[src/rtl/uart_rx_frame_pkg.sv]
// Shared types and helpers for the UART receive framer.
package uartRxPkg;

   typedef enum logic [2:0] {
      ST_IDLE,
      ST_START,
      ST_DATA,
      ST_PARITY,
      ST_STOP
   } rxState_t;

   localparam int DATA_BITS_DEF = 8;
   localparam int PAR_W         = 16;

   // Data is zero-extended to PAR_W; the extra zeros do not change the XOR.
   function automatic logic parErr(input logic [PAR_W-1:0] data,
                                   input logic             parBit,
                                   input logic             odd);
      logic x;
      x = (^data) ^ parBit;
      return odd ? ~x : x;
   endfunction

endpackage

[src/rtl/uart_rx_frame_if.sv]
// Serial input, configuration and receive-strobe bundle of the UART framer.
interface uart_rx_frame_if
   import uartRxPkg::*;
#(
   parameter int DATA_BITS = DATA_BITS_DEF
) ();

   logic                 tick16;
   logic                 rxd;
   logic                 parEn;
   logic                 parOdd;
   logic [DATA_BITS-1:0] rxDat;
   logic                 rxMvDatEn;
   logic                 setPErr;
   logic                 setFErr;

   modport master (
      output tick16, rxd, parEn, parOdd,
      input  rxDat, rxMvDatEn, setPErr, setFErr
   );

   modport slave (
      input  tick16, rxd, parEn, parOdd,
      output rxDat, rxMvDatEn, setPErr, setFErr
   );

endinterface

[src/rtl/uart_rx_frame_sync.sv]
// Two-flop synchroniser for the raw serial line; resets to the idle level (1).
module bitSync (
   input  logic clk,
   input  logic arst,
   input  logic async_in,
   output logic sync_out
);

   logic [1:0] sync_q;
   logic [1:0] sync_d;

   always_comb begin
      sync_d = {sync_q[0], async_in};
   end

   always_ff @(posedge clk or posedge arst) begin
      if (arst) sync_q <= 2'b11;
      else      sync_q <= sync_d;
   end

   assign sync_out = sync_q[1];

endmodule

[src/rtl/uart_rx_frame.sv]
// UART receive framer: 16x oversampled deserialiser with parity/stop checking.
// state  | meaning
// IDLE   | waiting for line high (arm) then a falling edge
// START  | re-checking start bit at mid-bit
// DATA   | sampling DATA_BITS data bits, LSB first
// PARITY | sampling the parity bit
// STOP   | sampling the stop bit, strobes follow one clk later
module uart_rx_frame
   import uartRxPkg::*;
#(
   parameter int DATA_BITS = DATA_BITS_DEF,
   parameter int MID_TICK  = 7
) (
   input  logic             clk,
   input  logic             arst,
   uart_rx_frame_if.slave   bus
);

   localparam int               IDX_W    = (DATA_BITS > 1) ? $clog2(DATA_BITS) : 1;
   localparam logic [IDX_W-1:0] IDX_LAST = IDX_W'(DATA_BITS - 1);
   localparam logic [3:0]       MID      = 4'(MID_TICK);

   logic                 rx_s;
   rxState_t             state_q,   state_d;
   logic [3:0]           cnt_q,     cnt_d;
   logic [IDX_W-1:0]     idx_q,     idx_d;
   logic [DATA_BITS-1:0] shift_q,   shift_d;
   logic                 par_bit_q, par_bit_d;
   logic                 par_en_q,  par_en_d;
   logic                 par_odd_q, par_odd_d;
   logic                 armed_q,   armed_d;
   logic [DATA_BITS-1:0] rx_dat_q,  rx_dat_d;
   logic                 mv_q,      mv_d;
   logic                 perr_q,    perr_d;
   logic                 ferr_q,    ferr_d;

   bitSync u_sync (
      .clk      (clk),
      .arst     (arst),
      .async_in (bus.rxd),
      .sync_out (rx_s)
   );

   always_comb begin
      state_d   = state_q;
      cnt_d     = cnt_q;
      idx_d     = idx_q;
      shift_d   = shift_q;
      par_bit_d = par_bit_q;
      par_en_d  = par_en_q;
      par_odd_d = par_odd_q;
      armed_d   = armed_q;
      rx_dat_d  = rx_dat_q;
      mv_d      = 1'b0;
      perr_d    = 1'b0;
      ferr_d    = 1'b0;

      case (state_q)
         ST_IDLE: begin
            if (rx_s) begin
               armed_d = 1'b1;
            end else if (armed_q) begin
               cnt_d     = 4'd0;
               par_en_d  = bus.parEn;
               par_odd_d = bus.parOdd;
               state_d   = ST_START;
            end
         end
         ST_START: begin
            if (bus.tick16) begin
               if (cnt_q == MID) begin
                  if (!rx_s) begin
                     cnt_d   = 4'd0;
                     idx_d   = '0;
                     state_d = ST_DATA;
                  end else begin
                     state_d = ST_IDLE;
                  end
               end else begin
                  cnt_d = cnt_q + 4'd1;
               end
            end
         end
         ST_DATA: begin
            if (bus.tick16) begin
               cnt_d = cnt_q + 4'd1;
               if (cnt_q == 4'd15) begin
                  shift_d = {rx_s, shift_q[DATA_BITS-1:1]};
                  if (idx_q == IDX_LAST) begin
                     idx_d   = '0;
                     state_d = par_en_q ? ST_PARITY : ST_STOP;
                  end else begin
                     idx_d = idx_q + 1'b1;
                  end
               end
            end
         end
         ST_PARITY: begin
            if (bus.tick16) begin
               cnt_d = cnt_q + 4'd1;
               if (cnt_q == 4'd15) begin
                  par_bit_d = rx_s;
                  state_d   = ST_STOP;
               end
            end
         end
         ST_STOP: begin
            if (bus.tick16) begin
               cnt_d = cnt_q + 4'd1;
               if (cnt_q == 4'd15) begin
                  // Strobes are registered here so they appear one clk after the stop sample.
                  rx_dat_d = shift_q;
                  mv_d     = 1'b1;
                  ferr_d   = ~rx_s;
                  perr_d   = par_en_q & parErr(PAR_W'(shift_q), par_bit_q, par_odd_q);
                  armed_d  = 1'b0;
                  state_d  = ST_IDLE;
               end
            end
         end
         default: begin
            state_d = ST_IDLE;
         end
      endcase
   end

   always_ff @(posedge clk or posedge arst) begin
      if (arst) begin
         state_q   <= ST_IDLE;
         cnt_q     <= 4'd0;
         idx_q     <= '0;
         shift_q   <= '0;
         par_bit_q <= 1'b0;
         par_en_q  <= 1'b0;
         par_odd_q <= 1'b0;
         armed_q   <= 1'b0;
         rx_dat_q  <= '0;
         mv_q      <= 1'b0;
         perr_q    <= 1'b0;
         ferr_q    <= 1'b0;
      end else begin
         state_q   <= state_d;
         cnt_q     <= cnt_d;
         idx_q     <= idx_d;
         shift_q   <= shift_d;
         par_bit_q <= par_bit_d;
         par_en_q  <= par_en_d;
         par_odd_q <= par_odd_d;
         armed_q   <= armed_d;
         rx_dat_q  <= rx_dat_d;
         mv_q      <= mv_d;
         perr_q    <= perr_d;
         ferr_q    <= ferr_d;
      end
   end

   assign bus.rxDat     = rx_dat_q;
   assign bus.rxMvDatEn = mv_q;
   assign bus.setPErr   = perr_q;
   assign bus.setFErr   = ferr_q;

endmodule

[src/flat_wrapper.sv]
// flat-port wrapper written by rule: the top's interface ports become plain ports
module uart_rx_frame_flat import uartRxPkg::*;
#(
   parameter int DATA_BITS = DATA_BITS_DEF,
   parameter int MID_TICK  = 7
)
  (clk, arst, bus_tick16, bus_rxd, bus_parEn, bus_parOdd, bus_rxDat, bus_rxMvDatEn, bus_setPErr, bus_setFErr);
  uart_rx_frame_if #(.DATA_BITS(DATA_BITS)) bus_i ();
  input  logic clk;
  input  logic arst;
  input wire logic [$bits(bus_i.tick16)-1:0] bus_tick16;
  input wire logic [$bits(bus_i.rxd)-1:0] bus_rxd;
  input wire logic [$bits(bus_i.parEn)-1:0] bus_parEn;
  input wire logic [$bits(bus_i.parOdd)-1:0] bus_parOdd;
  output wire logic [$bits(bus_i.rxDat)-1:0] bus_rxDat;
  output wire logic [$bits(bus_i.rxMvDatEn)-1:0] bus_rxMvDatEn;
  output wire logic [$bits(bus_i.setPErr)-1:0] bus_setPErr;
  output wire logic [$bits(bus_i.setFErr)-1:0] bus_setFErr;
  assign bus_i.tick16 = bus_tick16;
  assign bus_i.rxd = bus_rxd;
  assign bus_i.parEn = bus_parEn;
  assign bus_i.parOdd = bus_parOdd;
  assign bus_rxDat = bus_i.rxDat;
  assign bus_rxMvDatEn = bus_i.rxMvDatEn;
  assign bus_setPErr = bus_i.setPErr;
  assign bus_setFErr = bus_i.setFErr;
  uart_rx_frame #(.DATA_BITS(DATA_BITS), .MID_TICK(MID_TICK)) u_core (.clk(clk), .arst(arst), .bus(bus_i));
endmodule
[config.mk]
export PLATFORM = sky130hd
export DESIGN_NAME = uart_rx_frame_flat
export DESIGN_NICKNAME = d
export VERILOG_FILES = /design/src/rtl/uart_rx_frame_pkg.sv /design/src/rtl/uart_rx_frame_if.sv /design/src/rtl/uart_rx_frame_sync.sv /design/src/rtl/uart_rx_frame.sv /design/src/flat_wrapper.sv
export SDC_FILE = /design/constraint.sdc
export NUM_CORES = 1
export LEC_CHECK = 0
export ABC_AREA = 1
export CAP_MARGIN = 20
export CORE_UTILIZATION = 45
export CTS_BUF_LIST = sky130_fd_sc_hd__clkbuf_8
export DETAILED_ROUTE_END_ITERATION = 6
export PLACE_DENSITY = 0.65
export SYNTH_ARGS = -nofsm -noshare
export SYNTH_HDL_FRONTEND = slang
export SYNTH_SLANG_ARGS = --single-unit
[constraint.sdc]
create_clock -name clk -period 1.89 [get_ports clk]
set_input_delay 0.378 -clock clk [delete_from_list [all_inputs] [get_ports clk]]
set_output_delay 0.378 -clock clk [all_outputs]
set_load 0.02 [all_outputs]
After elaboration in Yosys (flattened, before gate mapping)
Cells that the tools add are included.

word-level totals
  logic and storage cells = 97
  input bits = 6
  register bits after elaboration = 35
  output and inout bits = 11

cells by class
  muxes and demuxes = 42
  equal/unequal tests = 22
  add/subtract/negate cells = 2
  bitwise logic cells = 4
  reduce and logical (&&, ||, !) cells = 14

operators with widths
  operator                                                                  number
  3-bit two-way mux                                                         18
  4-bit two-way mux                                                         6
  16-bit XOR reduction                                                      1
  3-bit case mux with 5 select lines                                        1
  2-bit by 1-bit inequality test with 1-bit output (second input constant)  7
  2-bit inequality test (second input constant)                             7
  1-bit two-way mux                                                         13
  4-bit case mux with 3 select lines                                        1
  3-bit AND reduction                                                       4
  6-bit AND reduction                                                       2
  11-bit AND reduction                                                      1
  3-bit by 2-bit equality test with 1-bit output (second input constant)    2
  3-bit equality test (second input constant)                               2
  3-bit case mux with 2 select lines                                        1
  4-bit by 1-bit adder with 4-bit output (second input constant)            1
  4-bit by 3-bit equality test with 1-bit output (second input constant)    1
  4-bit equality test (second input constant)                               1
  4-bit AND reduction                                                       1
  2-bit nonzero test                                                        2
  3-bit by 1-bit adder with 3-bit output (second input constant)            1
  3-bit by 1-bit equality test with 1-bit output (second input constant)    1
  3-bit logical NOT                                                         1
  3-bit inequality test (second input constant)                             1
  3-bit nonzero test                                                        1
  other kinds (6)                                                           7

Depth between registers and ports, before layout
  depth in word-level cells = 8
  gate-level depth with buffers = 10
  gate-level depth less buffers = 10

Hierarchy
A second synthesis with hierarchy kept.

second synthesis, totals
  cell total of the unflattened synthesis = 241
  area total of the unflattened synthesis = 1849.3 sq um

by module, submodules not included
  module         area each (sq um)  seq. area each (sq um)  cells an instance  times used
  uart_rx_frame  1793.0             825.8                   238                1
  bitSync        56.3               52.6                    3                  1

Worst setup path before layout
No wires, ideal clock.

  kind = flip-flop to flip-flop
  from = register u_core.cnt_q[0]
  to = register u_core.rx_dat_q[7] (netlist: u_core.bus.rxDat[7])
  setup time = 0.118 ns
  cell stages (with the launch flop) = 10
  setup slack = 0.452 ns
  arrival time = 1.320 ns
  path buffers = 1
  cell sequence = dfrtp_1 ha_1 nand2_1 nor3_4 inv_2 nor2_4 inv_4 buf_6 nand2_2 o21ai_2

on the way
  cells in the longest elaborated chain, start to end = 2

RTL lines
  item                           RTL line              source
  start, declared                uart_rx_frame.sv:25   logic [3:0] cnt_q, cnt_d;
  start signal, assigned         uart_rx_frame.sv:143  cnt_q <= cnt_d;
  4-bit equality test            uart_rx_frame.sv:110  if (cnt_q == 4'd15) begin
  3-bit AND reduction (no line)  -
  end signal, assigned           uart_rx_frame.sv:150  rx_dat_q <= rx_dat_d;
  end, declared                  uart_rx_frame.sv:32   logic [DATA_BITS-1:0] rx_dat_q, rx_dat_d;

No other way between the ends.
A chain may end at the register's enable or synchronous reset.

Worst setup path after layout
  from = register u_core.rx_dat_q[7] (netlist: u_core.bus.rxDat[7])
  to = output bus_rxDat[7]

RTL lines
  item           RTL line            source
  end, declared  flat_wrapper.sv:15  output wire logic [$bits(bus_i.rxDat)-1:0] bus_rxDat;

No word-level cell between the ends.

==> summary.md <==
| Metric | Value |
|---|---|
| Result of the run | complete, no violations |
| Clock network latency to the later pin of the worst-skew pair | 0.28 ns |
| Crit path launch type | flip-flop |
| Dominant combinational cell family by area after synthesis | simple AND/OR/NAND/NOR gates |
| Top achievable clock speed | 0.6113 GHz |
| Crit Path Category | flip-flop to primary output |
| Slowest cell on crit path | clkdlybuf4s50_1 |
| Fraction of registers with async set or reset after synthesis | 100.0% |
| Fraction of the mapped netlist area in simple logic gates | between 20% and 30% |
| Total core area | 3716 um^2 |
| Type of destination of the critical path | primary output |
| Gate count after technology mapping | 218 |
| Share of layout cells above drive strength 1 | 14.05% |
| Flop pwr share | 42.9% |
| Power per standard cell area | 1046 nW/um^2 |
| Yosys warning count | 0 |
| Placer Congestion | 0.8028 |
| Skew final | 0.005455 ns |
| Synthesis-to-layout area growth | 17.59% |
| Post-DP HPWL | approximately 2200 um |
| Leakage power total | 0.001055 uW |
| Post-Syn Area per Cell | 8.156 um^2 |
| Met3 track utilization from global routing | 6.162% |
| Slew margin rel. | between 80% and 90% |
| Internal power consumption | 1349 uW |
| # clock sinks | 35 |
| First-pass GRT wire length | roughly 5400 um |
| Crit path max fanout | 2 |
| Detail-routed net length per standard cell | 10.51 um |
| Share of the yosys chip area belonging to registers | about half |
| Maximum Capacitance Violations | 0 |
| Post-synth top flop | dfrtp_1 |
| 1st-iter DRT viols | 92 |
| Arrival time of the worst setup path | 1.26 ns |
| Post-CTS sizing | 0 |
| Die Span Y | 64.86 um |
| Xor/xnor share of the synthesized area | 0.9852% |
| Final count of pins violating max slew | 0 |
| Layer carrying the most global-route usage | met2 |
| Synthesized Nets | 227 |
| Met2 Track Usage GR | between 20% and 30% |
| Setup repair after global routing missed its margin | no |
| Share of total power in the clock network | 22.9% |
| Cell row count | 22 |
| Clock-pin slew of the registers on the worst-case setup and hold paths | 0.07 ns |
| Final antenna-violating net count | 0 |
| Path category of the worst min-delay check | flip-flop to flip-flop |
| Post-route DRC | 0 |
| Sum of overflow across all layers after global routing | 0 |
| Maximum number of pins on one net before global-route repair | 36 |
| Hold-fix buffers, CTS | 0 |
| Fraction of power consumed by combinational cells | 34.2% |
| Number of buffers and inverters on the critical path | 1 |
| Cell Area, Synth | 1778 um^2 |
| Sw Share | 38.33% |
| Antenna diode count | 0 |
| Via count of the first global-routing pass | approximately 1,300 |
| Drt first pass iters | 5 |
| Final Hold Fails | 0 |
| Crit path time final | 1.636 ns |
| CTS tree | done |
| Share of the clock period used by the worst path after layout | 86.55% |
| Synthesized-area fraction occupied by adder cells | ~2.1% |
| Clock Tree Buf Depth | 2 |
| Netlist cell types | 26 |
| Die Width | 64.86 um |
| Number of ports placed on the die boundary | 17 |
| Share of Yosys cell area claimed by the top area cell type | between 40% and 50% |
| Seq cells post-synth | 35 |
| CTS Root Cell | clkbuf_8 |
| Cell type group with the largest total delay on the critical path | buffers and inverters |
| Num CTS Buffers | 5 |
| Clock H-tree levels | 2 |
| Post-synthesis compound-gate area fraction | 11.75% |
| IO buf count | 16 |
| Setup-failing EPs final | 0 |
| Routed wire length | approximately 3000 um |
| Vias per std cell | 4.710 |
| Worst supply voltage drop on vdd | 627.6 uV |
| Post-layout nets | 250 |
| Routing usage on met1 | 22.64% |
| Cell taking the most area after synthesis | dfrtp_1 |
| Synth area leaders | dfrtp_1 46%, nand2_1 17%, inv_1 5.3%, o21ai_2 4.4%, nand3_1 3.4% |
| TNS Setup | 0 ns |
| Post-synth EDFFs | 0 |
| Cells along the critical path | clkdlybuf4s50_1 |
| Worst Path Required | between 1.5 and 2 ns |
| Number of vias in the routed layout | approximately 1,400 |
| Library cell with the highest instance count after synthesis | nand2_1 |
| Actual transition at the worst max-transition pin | 0.2247 ns |
| Overall power of the completed layout | 2188 uW |
| Initial antenna violation count | 0 |
| Switching power of the nets | 838.4 uW |
| Most frequent cells after synthesis | 80 x nand2_1, 33 x dfrtp_1, 25 x inv_1 |
| Multiplexer fraction of the synthesized cell area | 0% |
| Post-CTS Setup Bufs | 0 |
| Tot GR Track Use | 17.36% |
| Maximum single-stage delay on the critical path | 0.61 ns |
| Starting density of the core | 47.85% |
| Die Area | 4206 um^2 |
[cell usage in the layout (no fill, tap or decap)]
cell	instances
nor2_2	1
inv_2	3
inv_4	1
clkbuf_8	5
nor2_4	4
o21ai_2	9
nand3_1	12
inv_1	27
o21ai_0	12
nand3b_1	1
clkdlybuf4s50_1	16
a21o_1	1
nand3_2	2
nor2_1	9
nor3_4	1
dfstp_2	2
nand2_1	80
buf_4	1
xor2_1	2
buf_12	1
nand2_2	2
or2_2	1
o22ai_1	1
ha_1	3
dfrtp_1	33
a21oi_1	6
a31oi_1	1
clkinv_2	1
o21ai_1	4
[worst register-to-register path: cells and delay by family, from the launching register on]
| kind | cells | cell delay (ns) |
|---|---|---|
| adder cells (fa/ha/maj) | 1 | 0.21 |
| flip-flops | 1 | 0.40 |
| AND/OR/NAND/NOR | 8 | 0.83 |
| buffers and inverters | 1 | 0.09 |
[path summary, 6_finish.rpt]
path | startpoint | end | slack (ns) | cells after the start
worst min-delay path | u_core.u_sync.sync_q[0]$_DFF_PP1_ | u_core.u_sync.sync_q[1]$_DFF_PP1_ | 0.36 | 0
worst min register to register | u_core.u_sync.sync_q[0]$_DFF_PP1_ | u_core.u_sync.sync_q[1]$_DFF_PP1_ | 0.36 | 0
worst max-delay path | u_core.bus.rxDat[7]$_DFFE_PP0P_ | bus_rxDat[7] | 0.25 | 1
max in group asynchronous | arst | u_core.u_sync.sync_q[1]$_DFF_PP1_ | 1.22 | 3
worst max register to register | u_core.cnt_q[0]$_DFFE_PP0P_ | u_core.state_q[0]$_DFFE_PP0P_ | 0.26 | 10
min in group asynchronous | arst | u_core.bus.rxDat[6]$_DFFE_PP0P_ | 0.43 | 3
[state kept, by name, summed over array words and instances (netlist names)]
register              flops
u_core.bus.setFErr        1
u_core.par_odd_q          1
u_core.armed_q            1
u_core.bus.setPErr        1
u_core.cnt_q              4
u_core.bus.rxMvDatEn      1
u_core.u_sync.sync_q      2
u_core.par_en_q           1
u_core.bus.rxDat          8
u_core.state_q            3
u_core.idx_q              3
u_core.par_bit_q          1
u_core.shift_q            8
[kinds of logic after synthesis]
family | Yosys count
AOI/OAI and AO/OA | 34
xor gates and xnor gates | 2
adders and majority gates | 3
buffers and inverters | 31
DFF | 35
and+or+nand+nor | 113
[power groups by stage]
stage	Clock [uW]	Combinational, uW	Sequential (uW)
after floorplan	0	584	943
after global placement	0	743	950
after detailed placement	0	745	952
after CTS	518	749	939
after global routing	561	848	955
final	501	748	939
[area by class of cell]
class                           instances  area, um^2
Inverter                               29       111.4
Timing Repair Buffer                   18       187.7
Multi-Input combinational cell        152       772.0
Fill cell                             346        1625
Sequential cell                        35       878.3
Tap cell                               48       60.06
Clock inverter                          3       12.51
Clock buffer                            5       68.82
[layer usage]
metal | share of wire [%] | wire length, um | vias up
met4 | 2.3 | 69 | 0
met2 | 42 | 1290 | 20
met5 | 0 | 0 | -
met1 | 52 | 1581 | 609
met3 | 3.5 | 108 | 8
li1 | - | - | 729
[stage by stage]
stage	hold slack [ns]	setup WS [ns]	std cells	instance area, um^2	util (%)
final	0.3560	0.2541	290	2091	56.26
after global routing	0.3673	0.1335	290	2091	56.26
after CTS	0.3568	0.2390	290	2091	56.26
after detailed placement	0.3468	0.07533	282	2009	54.07
after global placement	0.3459	0.1253	282	2009	54.07
after floorplan	0.3452	0.4516	218	1778	-
(Power assumes the default switching activity.)
